<file path="config.mk">
export PLATFORM = sky130hd
export DESIGN_NAME = alu_issue_unit
export DESIGN_NICKNAME = d
export VERILOG_FILES = /design/src/rtl/alu_issue_unit.sv
export SDC_FILE = /design/constraint.sdc
export NUM_CORES = 1
export LEC_CHECK = 0
export CORE_UTILIZATION = 56
export CTS_BUF_LIST = sky130_fd_sc_hd__clkbuf_4 sky130_fd_sc_hd__clkbuf_8
export CTS_CLUSTER_SIZE = 16
export DETAILED_ROUTE_END_ITERATION = 8
export GPL_TIMING_DRIVEN = 0
export PLACE_DENSITY = 0.92
export SYNTH_ARGS = -nofsm -noshare
export SYNTH_HDL_FRONTEND = slang
export SYNTH_SLANG_ARGS = --single-unit
</file>
<file path="constraint.sdc">
create_clock -name clk -period 3.2 [get_ports clk]
set_clock_uncertainty 0.2 [all_clocks]
set_input_delay 0.32 -clock clk [delete_from_list [all_inputs] [get_ports clk]]
set_output_delay 0.32 -clock clk [all_outputs]
set_load 0.005 [all_outputs]
</file>
<file path="src/rtl/alu_issue_unit.sv">
// alu_issue_unit: queues ALU commands, issues them one at a time, returns result plus six flags in order.
// Latency: command accepted at edge N -> res_valid after edge N+1+ALU_LAT; one result per ALU_LAT+1 cycles.
// Backpressure: cmd_ready = !full (no same-cycle pop look-ahead); res_* held while res_valid & !res_ready.
// Optional macro ALU_ISSUE_FWD_EN: entries with cmd_fwd=1 take operand A from the last captured result.

// alu_issue_fifo: generic first-word-fall-through command buffer.
// Latency: written entry visible on pop_dat one edge after the push.
// Backpressure: push ignored while full, pop ignored while empty; push+pop together keep the count.
module alu_issue_fifo #(
    parameter int DW    = 8,
    parameter int DEPTH = 4
) (
    input  logic          clk,
    input  logic          rst,
    input  logic          push_vld,
    input  logic [DW-1:0] push_dat,
    input  logic          pop_vld,
    output logic [DW-1:0] pop_dat,
    output logic          full,
    output logic          empty
);
    localparam int AW = (DEPTH > 1) ? $clog2(DEPTH) : 1;
    localparam int CW = AW + 1;

    logic [DW-1:0] mem [DEPTH];
    logic [AW-1:0] wr_ptr;
    logic [AW-1:0] rd_ptr;
    logic [CW-1:0] count;
    logic          do_push;
    logic          do_pop;

    assign full    = (count == CW'(DEPTH));
    assign empty   = (count == '0);
    assign do_push = push_vld && !full;
    assign do_pop  = pop_vld && !empty;
    assign pop_dat = mem[rd_ptr];

    // Storage array; contents are only meaningful below the count, so no reset.
    always_ff @(posedge clk) begin
        if (do_push) begin
            mem[wr_ptr] <= push_dat;
        end
    end

    // Pointers wrap naturally at the power-of-two depth; count tracks occupancy.
    always_ff @(posedge clk or negedge rst) begin
        if (!rst) begin
            wr_ptr <= '0;
            rd_ptr <= '0;
            count  <= '0;
        end else begin
            if (do_push) begin
                wr_ptr <= wr_ptr + AW'(1);
            end
            if (do_pop) begin
                rd_ptr <= rd_ptr + AW'(1);
            end
            case ({do_push, do_pop})
                2'b10:   count <= count + CW'(1);
                2'b01:   count <= count - CW'(1);
                default: count <= count;
            endcase
        end
    end
endmodule

// alu_issue_unit: command FIFO in front of the ALU, single operation in flight, in-order results.
// Latency: accept at edge N, pop at N+1, result captured and res_valid high after edge N+1+ALU_LAT.
// Backpressure: holds one result plus DEPTH queued commands while res_ready is low.
module alu_issue_unit #(
    parameter int W       = 8,
    parameter int DEPTH   = 4,
    parameter int ALU_LAT = 1,
    parameter int TAG_W   = 3
) (
    input  logic             clk,
    input  logic             rst,
    input  logic             cmd_valid,
    output logic             cmd_ready,
    input  logic [3:0]       cmd_op,
    input  logic [W-1:0]     cmd_a,
    input  logic [W-1:0]     cmd_b,
    input  logic             cmd_fwd,
    input  logic [TAG_W-1:0] cmd_tag,
    output logic [W-1:0]     alu_A,
    output logic [W-1:0]     alu_B,
    output logic [3:0]       alu_s,
    output logic             alu_R_W,
    input  logic [W-1:0]     alu_F,
    input  logic             alu_zeroflag,
    input  logic             alu_CarryOut,
    input  logic             alu_overflow,
    input  logic             alu_EQ,
    input  logic             alu_GT,
    input  logic             alu_LT,
    output logic             res_valid,
    input  logic             res_ready,
    output logic [W-1:0]     res_f,
    output logic [5:0]       res_flags,
    output logic [TAG_W-1:0] res_tag
);
    typedef struct packed {
`ifdef ALU_ISSUE_FWD_EN
        logic             fwd;
`endif
        logic [3:0]       op;
        logic [W-1:0]     a;
        logic [W-1:0]     b;
        logic [TAG_W-1:0] tag;
    } cmd_t;

    typedef enum logic [1:0] {IDLE, EXEC, RESP} state_t;

    localparam int              CNT_W    = $clog2(ALU_LAT + 1);
    localparam logic [CNT_W-1:0] LAST_CNT = CNT_W'(ALU_LAT - 1);

    state_t           state_q;
    state_t           state_d;
    logic             pop;
    logic             capture;
    logic             full;
    logic             empty;
    cmd_t             fifo_in;
    cmd_t             head;
    logic [W-1:0]     issue_a;
    logic [CNT_W-1:0] cnt_q;
    logic [3:0]       iss_op;
    logic [W-1:0]     iss_a;
    logic [W-1:0]     iss_b;
    logic [TAG_W-1:0] iss_tag;

    assign cmd_ready = !full;

    // Pack the incoming command; the forward bit is only stored when forwarding exists.
    always_comb begin
        fifo_in     = '0;
`ifdef ALU_ISSUE_FWD_EN
        fifo_in.fwd = cmd_fwd;
`endif
        fifo_in.op  = cmd_op;
        fifo_in.a   = cmd_a;
        fifo_in.b   = cmd_b;
        fifo_in.tag = cmd_tag;
    end

`ifdef ALU_ISSUE_FWD_EN
    // Pop happens only after the previous capture, so res_f is always the preceding result.
    assign issue_a = head.fwd ? res_f : head.a;
`else
    logic unused_fwd;
    assign unused_fwd = cmd_fwd;
    assign issue_a    = head.a;
`endif

    alu_issue_fifo #(
        .DW    ($bits(cmd_t)),
        .DEPTH (DEPTH)
    ) u_fifo (
        .clk      (clk),
        .rst      (rst),
        .push_vld (cmd_valid),
        .push_dat (fifo_in),
        .pop_vld  (pop),
        .pop_dat  (head),
        .full     (full),
        .empty    (empty)
    );

    // FSM state register.
    always_ff @(posedge clk or negedge rst) begin
        if (!rst) begin
            state_q <= IDLE;
        end else begin
            state_q <= state_d;
        end
    end

    // Next state, pop/capture strobes, and ALU port / res_valid drive.
    always_comb begin
        state_d   = state_q;
        pop       = 1'b0;
        capture   = 1'b0;
        res_valid = 1'b0;
        alu_A     = '0;
        alu_B     = '0;
        alu_s     = '0;
        case (state_q)
            IDLE: begin
                if (!empty) begin
                    pop     = 1'b1;
                    state_d = EXEC;
                end
            end
            EXEC: begin
                alu_A = iss_a;
                alu_B = iss_b;
                alu_s = iss_op;
                if (cnt_q == LAST_CNT) begin
                    capture = 1'b1;
                    state_d = RESP;
                end
            end
            RESP: begin
                res_valid = 1'b1;
                alu_A     = iss_a;
                alu_B     = iss_b;
                alu_s     = iss_op;
                if (res_ready) begin
                    if (!empty) begin
                        pop     = 1'b1;
                        state_d = EXEC;
                    end else begin
                        state_d = IDLE;
                    end
                end
            end
            default: state_d = IDLE;
        endcase
    end

    // Issue register loaded on pop; latency counter restarts at pop and counts EXEC edges.
    always_ff @(posedge clk or negedge rst) begin
        if (!rst) begin
            iss_op  <= '0;
            iss_a   <= '0;
            iss_b   <= '0;
            iss_tag <= '0;
            cnt_q   <= '0;
        end else if (pop) begin
            iss_op  <= head.op;
            iss_a   <= issue_a;
            iss_b   <= head.b;
            iss_tag <= head.tag;
            cnt_q   <= '0;
        end else if (state_q == EXEC) begin
            cnt_q   <= cnt_q + CNT_W'(1);
        end
    end

    // Result register; res_f doubles as the last-result source for forwarding.
    always_ff @(posedge clk or negedge rst) begin
        if (!rst) begin
            res_f     <= '0;
            res_flags <= '0;
            res_tag   <= '0;
        end else if (capture) begin
            res_f     <= alu_F;
            res_flags <= {alu_zeroflag, alu_CarryOut, alu_overflow, alu_EQ, alu_GT, alu_LT};
            res_tag   <= iss_tag;
        end
    end

    // ALU enable rises on the first edge out of reset.
    always_ff @(posedge clk or negedge rst) begin
        if (!rst) begin
            alu_R_W <= 1'b0;
        end else begin
            alu_R_W <= 1'b1;
        end
    end
endmodule

</file>
==> summary.txt <==
Die
  – Core box area: 9860 µm²
  – Die width: 103 µm
  – IO Pins: 82
  – Initial Util: 58.3%
  – Die area: 10,700 µm²
  – Die Y-Extent: 103 µm
  – FP Rows: 36

Finish
  – P&R area growth vs syn: 24.1%
  – Post-layout util: 72.3%
  – Commonest non-fill, non-tap cells in the layout: edfxtp_1, clkdlybuf4s50_1, dfrtp_1
  – Fill cell total of the finished layout: 565
  – Ant diodes: 0
  – Final nets: 448
  – Most common cell after layout, fill and taps aside: edfxtp_1
  – Layout cells sized above 1: 25.7%
  – Layout Cells excl Fill: 541

Synth
  – Synth top area share: 48.1%
  – Synth cell types: 35
  – Cell taking the most area after synthesis: edfxtp_1
  – Post-synthesis sequential area ratio: 70.3%
  – Synth Warn #: 0
  – Synth Instances: 294
  – Area contributors post-synth: edfxtp_1, dfrtp_1, mux4_2
  – Synth Net Count: 347
  – Mapped Avg Cell Area: 19.5 µm²
  – Cell Area, Synth: 5750 µm²
  – Yosys reg bits: 143

Global routing
  – Met1 Usage GRT: 24.6%
  – Number of global-route vias before repair: 3,160
  – Global-route wire length before repair: 15.9 mm
  – M2 GR Usage: 37.5%
  – GRT Total Usage: 21.3%
  – Initial antenna violation count: 0
  – Routing usage on met3: 4.91%
  – Largest net degree at the start of global routing: 39
  – Most Crowded Layer GR: met2
  – Aggregate global routing overflow: 0

Detailed routing
  – Via Count: 2,938
  – Initial DRC count: 142
  – Total Wirelength: 10.5 mm
  – Post-route ant nets: 0
  – DRC Markers: 0
  – Pre-antenna DRT Iters: 4
  – Vias per Instance: 5.43
  – Post-DR wirelength/cell: 19.3 µm

Worst setup path
  – R2R depth: 11
  – Critical path capture point type: output pin
  – Reg-to-reg endpoint: u_fifo.count[2]$_DFFE_PN0P_
  – Crit path capture: alu_B[3]
  – Slowest stage delay, CP: 530 ps
  – CP cell instances: inv_1 > ha_1 > clkbuf_1 > and2_1 > clkdlybuf4s50_1
  – Largest delay contributor family on the critical path: buffers and inverters
  – CP max-delay cell: clkdlybuf4s50_1
  – Crit start category: register
  – CP Depth: 5
  – Worst Path Max Fanout: 10
  – CP startpoint: state_q[0]$_DFFE_PN0P_
  – Worst Path Class, Setup: register to output pin
  – Crit path DAT: 2460 ps
  – CP Buf/Inv Count: 3
  – WP data required: 2680 ps
  – R2R Path Start: state_q[0]$_DFFE_PN0P_
  – Reg-to-reg setup timing slack: 290 ps

Timing
  – Hold Vio Cnt, Final: 0
  – Setup_tns: 0 ps
  – Max Freq: 336 MHz
  – Setup violators final: 0
  – Crit share post-route: 93.0%
  – RSZ-0062 raised after global routing: no
  – Worst Max-Slew Pin Slew: 1320 ps
  – Minimum clock period: 2980 ps
  – Slew HR: 12.3%
  – Final Slew Violations: 0

Clock tree
  – Setup bufs post-CTS: 0
  – Worst-path clk slew: 80 ps
  – CTS root buffer: clkbuf_8
  – TritonCTS clock tree: yes
  – Max clock buf depth: 2
  – CTS sink cnt: 143
  – Cts bufs inserted: 17
  – H-tree level count: 4
  – Worst-Skew Late Latency: 420 ps

Placement
  – Placer Congestion: 0.699
  – Hpwl dp: 6.69 mm
  – IO Port Bufs: 80
  – Placed cell count: 508

Pwr
  – Switching portion of total power: 29.8%
  – Peak supply drop: 0.000546 V
  – Clock share of power: 19.3%
  – Sw Pwr: 2.14 mW
  – P per Cell Area: 1010 nW/µm²
  – Sequential power share: 39.4%
  – P_int: 5.05 mW
  – Logic pwr share: 41.3%
  – Static leakage: 2.69 nW

Min path
  – Min-Delay Path Class: input pin to asynchronous set/reset pin

Flow run
  – Maxcap violations: 0

Outcome
  – Run status: complete, no violations
-- power groups by stage --
stage	sequential (mW)	combinational (mW)	clock, mW
final	2.84	2.97	1.39
after global routing	2.89	3.21	1.49
after CTS	2.84	3.02	1.41
after detailed placement	2.87	2.99	0
after global placement	2.82	2.86	0
after floorplan	2.80	1.87	0
-- metal layers --
metal,part of all wire [%],wire [µm],vias up
li1,-,-,1321
met1,39,4100,1478
met2,53,5530,117
met3,6.0,625,22
met4,2.0,213,0
met5,0,0,-
-- worst min path at each step --
stage                            end  slack [ps]  cells past startpoint                 start
2_1_floorplan      alu_R_W$_DFF_PN0_        -180                      0                   rst
3_3_place_gp    iss_a[5]$_DFFE_PN0P_         280                      1  iss_a[5]$_DFFE_PN0P_
3_5_place_dp   iss_op[2]$_DFFE_PN0P_          70                      1                   rst
4_1_cts         iss_b[3]$_DFFE_PN0P_         130                      2                   rst
5_1_grt         iss_b[0]$_DFFE_PN0P_         170                      2                   rst
6_report        iss_b[0]$_DFFE_PN0P_         150                      2                   rst
-- Yosys cell counts --
master	n
dfrtp_1	51
or3b_4	1
fa_1	1
xor2_1	4
buf_2	4
nor3_2	1
and2_1	20
nand2b_1	1
a21oi_1	1
and2_4	1
xnor2_1	3
inv_1	9
nor2_4	1
nor3b_1	1
nand4_1	3
mux4_1	5
ha_1	10
mux2_2	23
buf_6	2
mux4_2	18
o21ai_0	1
buf_12	1
clkbuf_1	3
a21o_1	1
nor2b_1	3
or3_1	1
nand3_1	1
mux2_4	19
nand2_1	2
conb_1	1
and3_1	4
edfxtp_1	92
buf_4	2
nor2_1	2
o211ai_1	1
-- repair_timing --
item | 4_1_cts | 5_1_grt
resized for setup | 0 | 0
hold buffers | 1 | 0
hold endpoints to repair | 51 | 0
-- final cells by class --
class / instances / area (µm²) / share of cell area (%)
flip-flops and latches: 143 / 4040 / 56.6
plain buffers: 12 / 88.8 / 1.25
repair buffers: 82 / 826 / 11.6
multi-input cells: 130 / 1590 / 22.2
well taps: 133 / 166 / 2.33
clock buffers: 19 / 255 / 3.58
clock inverters: 13 / 136 / 1.91
inverters: 9 / 33.8 / 0.474
-- state kept, by name (all words and copies together), names as in the netlist --
register	count
u_fifo.mem	92
iss_a	8
iss_b	8
res_f	8
res_flags	6
iss_op	4
iss_tag	3
res_tag	3
u_fifo.count	3
state_q	2
u_fifo.rd_ptr	2
u_fifo.wr_ptr	2
alu_R_W	1
cnt_q	1
-- logic make-up (layout without fill, tap and decap cells) --
kind of cell / Yosys count / after routing / synth area share, %
AOI/OAI and AO/OA: 4 / 4 / 0.435
xor gates and xnor gates: 7 / 7 / 1.07
adders and majority gates: 11 / 11 / 2.53
buffers and inverters: 21 / 135 / 2.13
DFF: 143 / 143 / 70.3
muxes: 65 / 65 / 18.8
other: 1 / 1 / 0.0653
and+or+nand+nor: 42 / 42 / 4.68
-- per-stage QoR --
stage / total power, mW / hold WS [ps] / instance area (µm²) / setup slack, ps
3_3_place_gp: 5.68 / 282 / 6710 / 72.4
3_5_place_dp: 5.86 / 68.8 / 6730 / 276
5_1_grt: 7.59 / 174 / 7130 / 56.3
2_1_floorplan: 4.67 / -176 / 5750 / 692
6_report: 7.20 / 153 / 7130 / 223
4_1_cts: 7.27 / 132 / 7130 / 181
-- worst register-to-register path, cell delays in order, from the launching register on --
cell and delay (ps):
dfrtp_1 450, inv_1 130, ha_1 220, a21oi_1 150
nor2_4 250, buf_4 280, ha_1 230, inv_1 80
fa_1 380, xor2_1 160, nor2_1 130, xor2_1 180
Power figures use the tool's default switching activity.
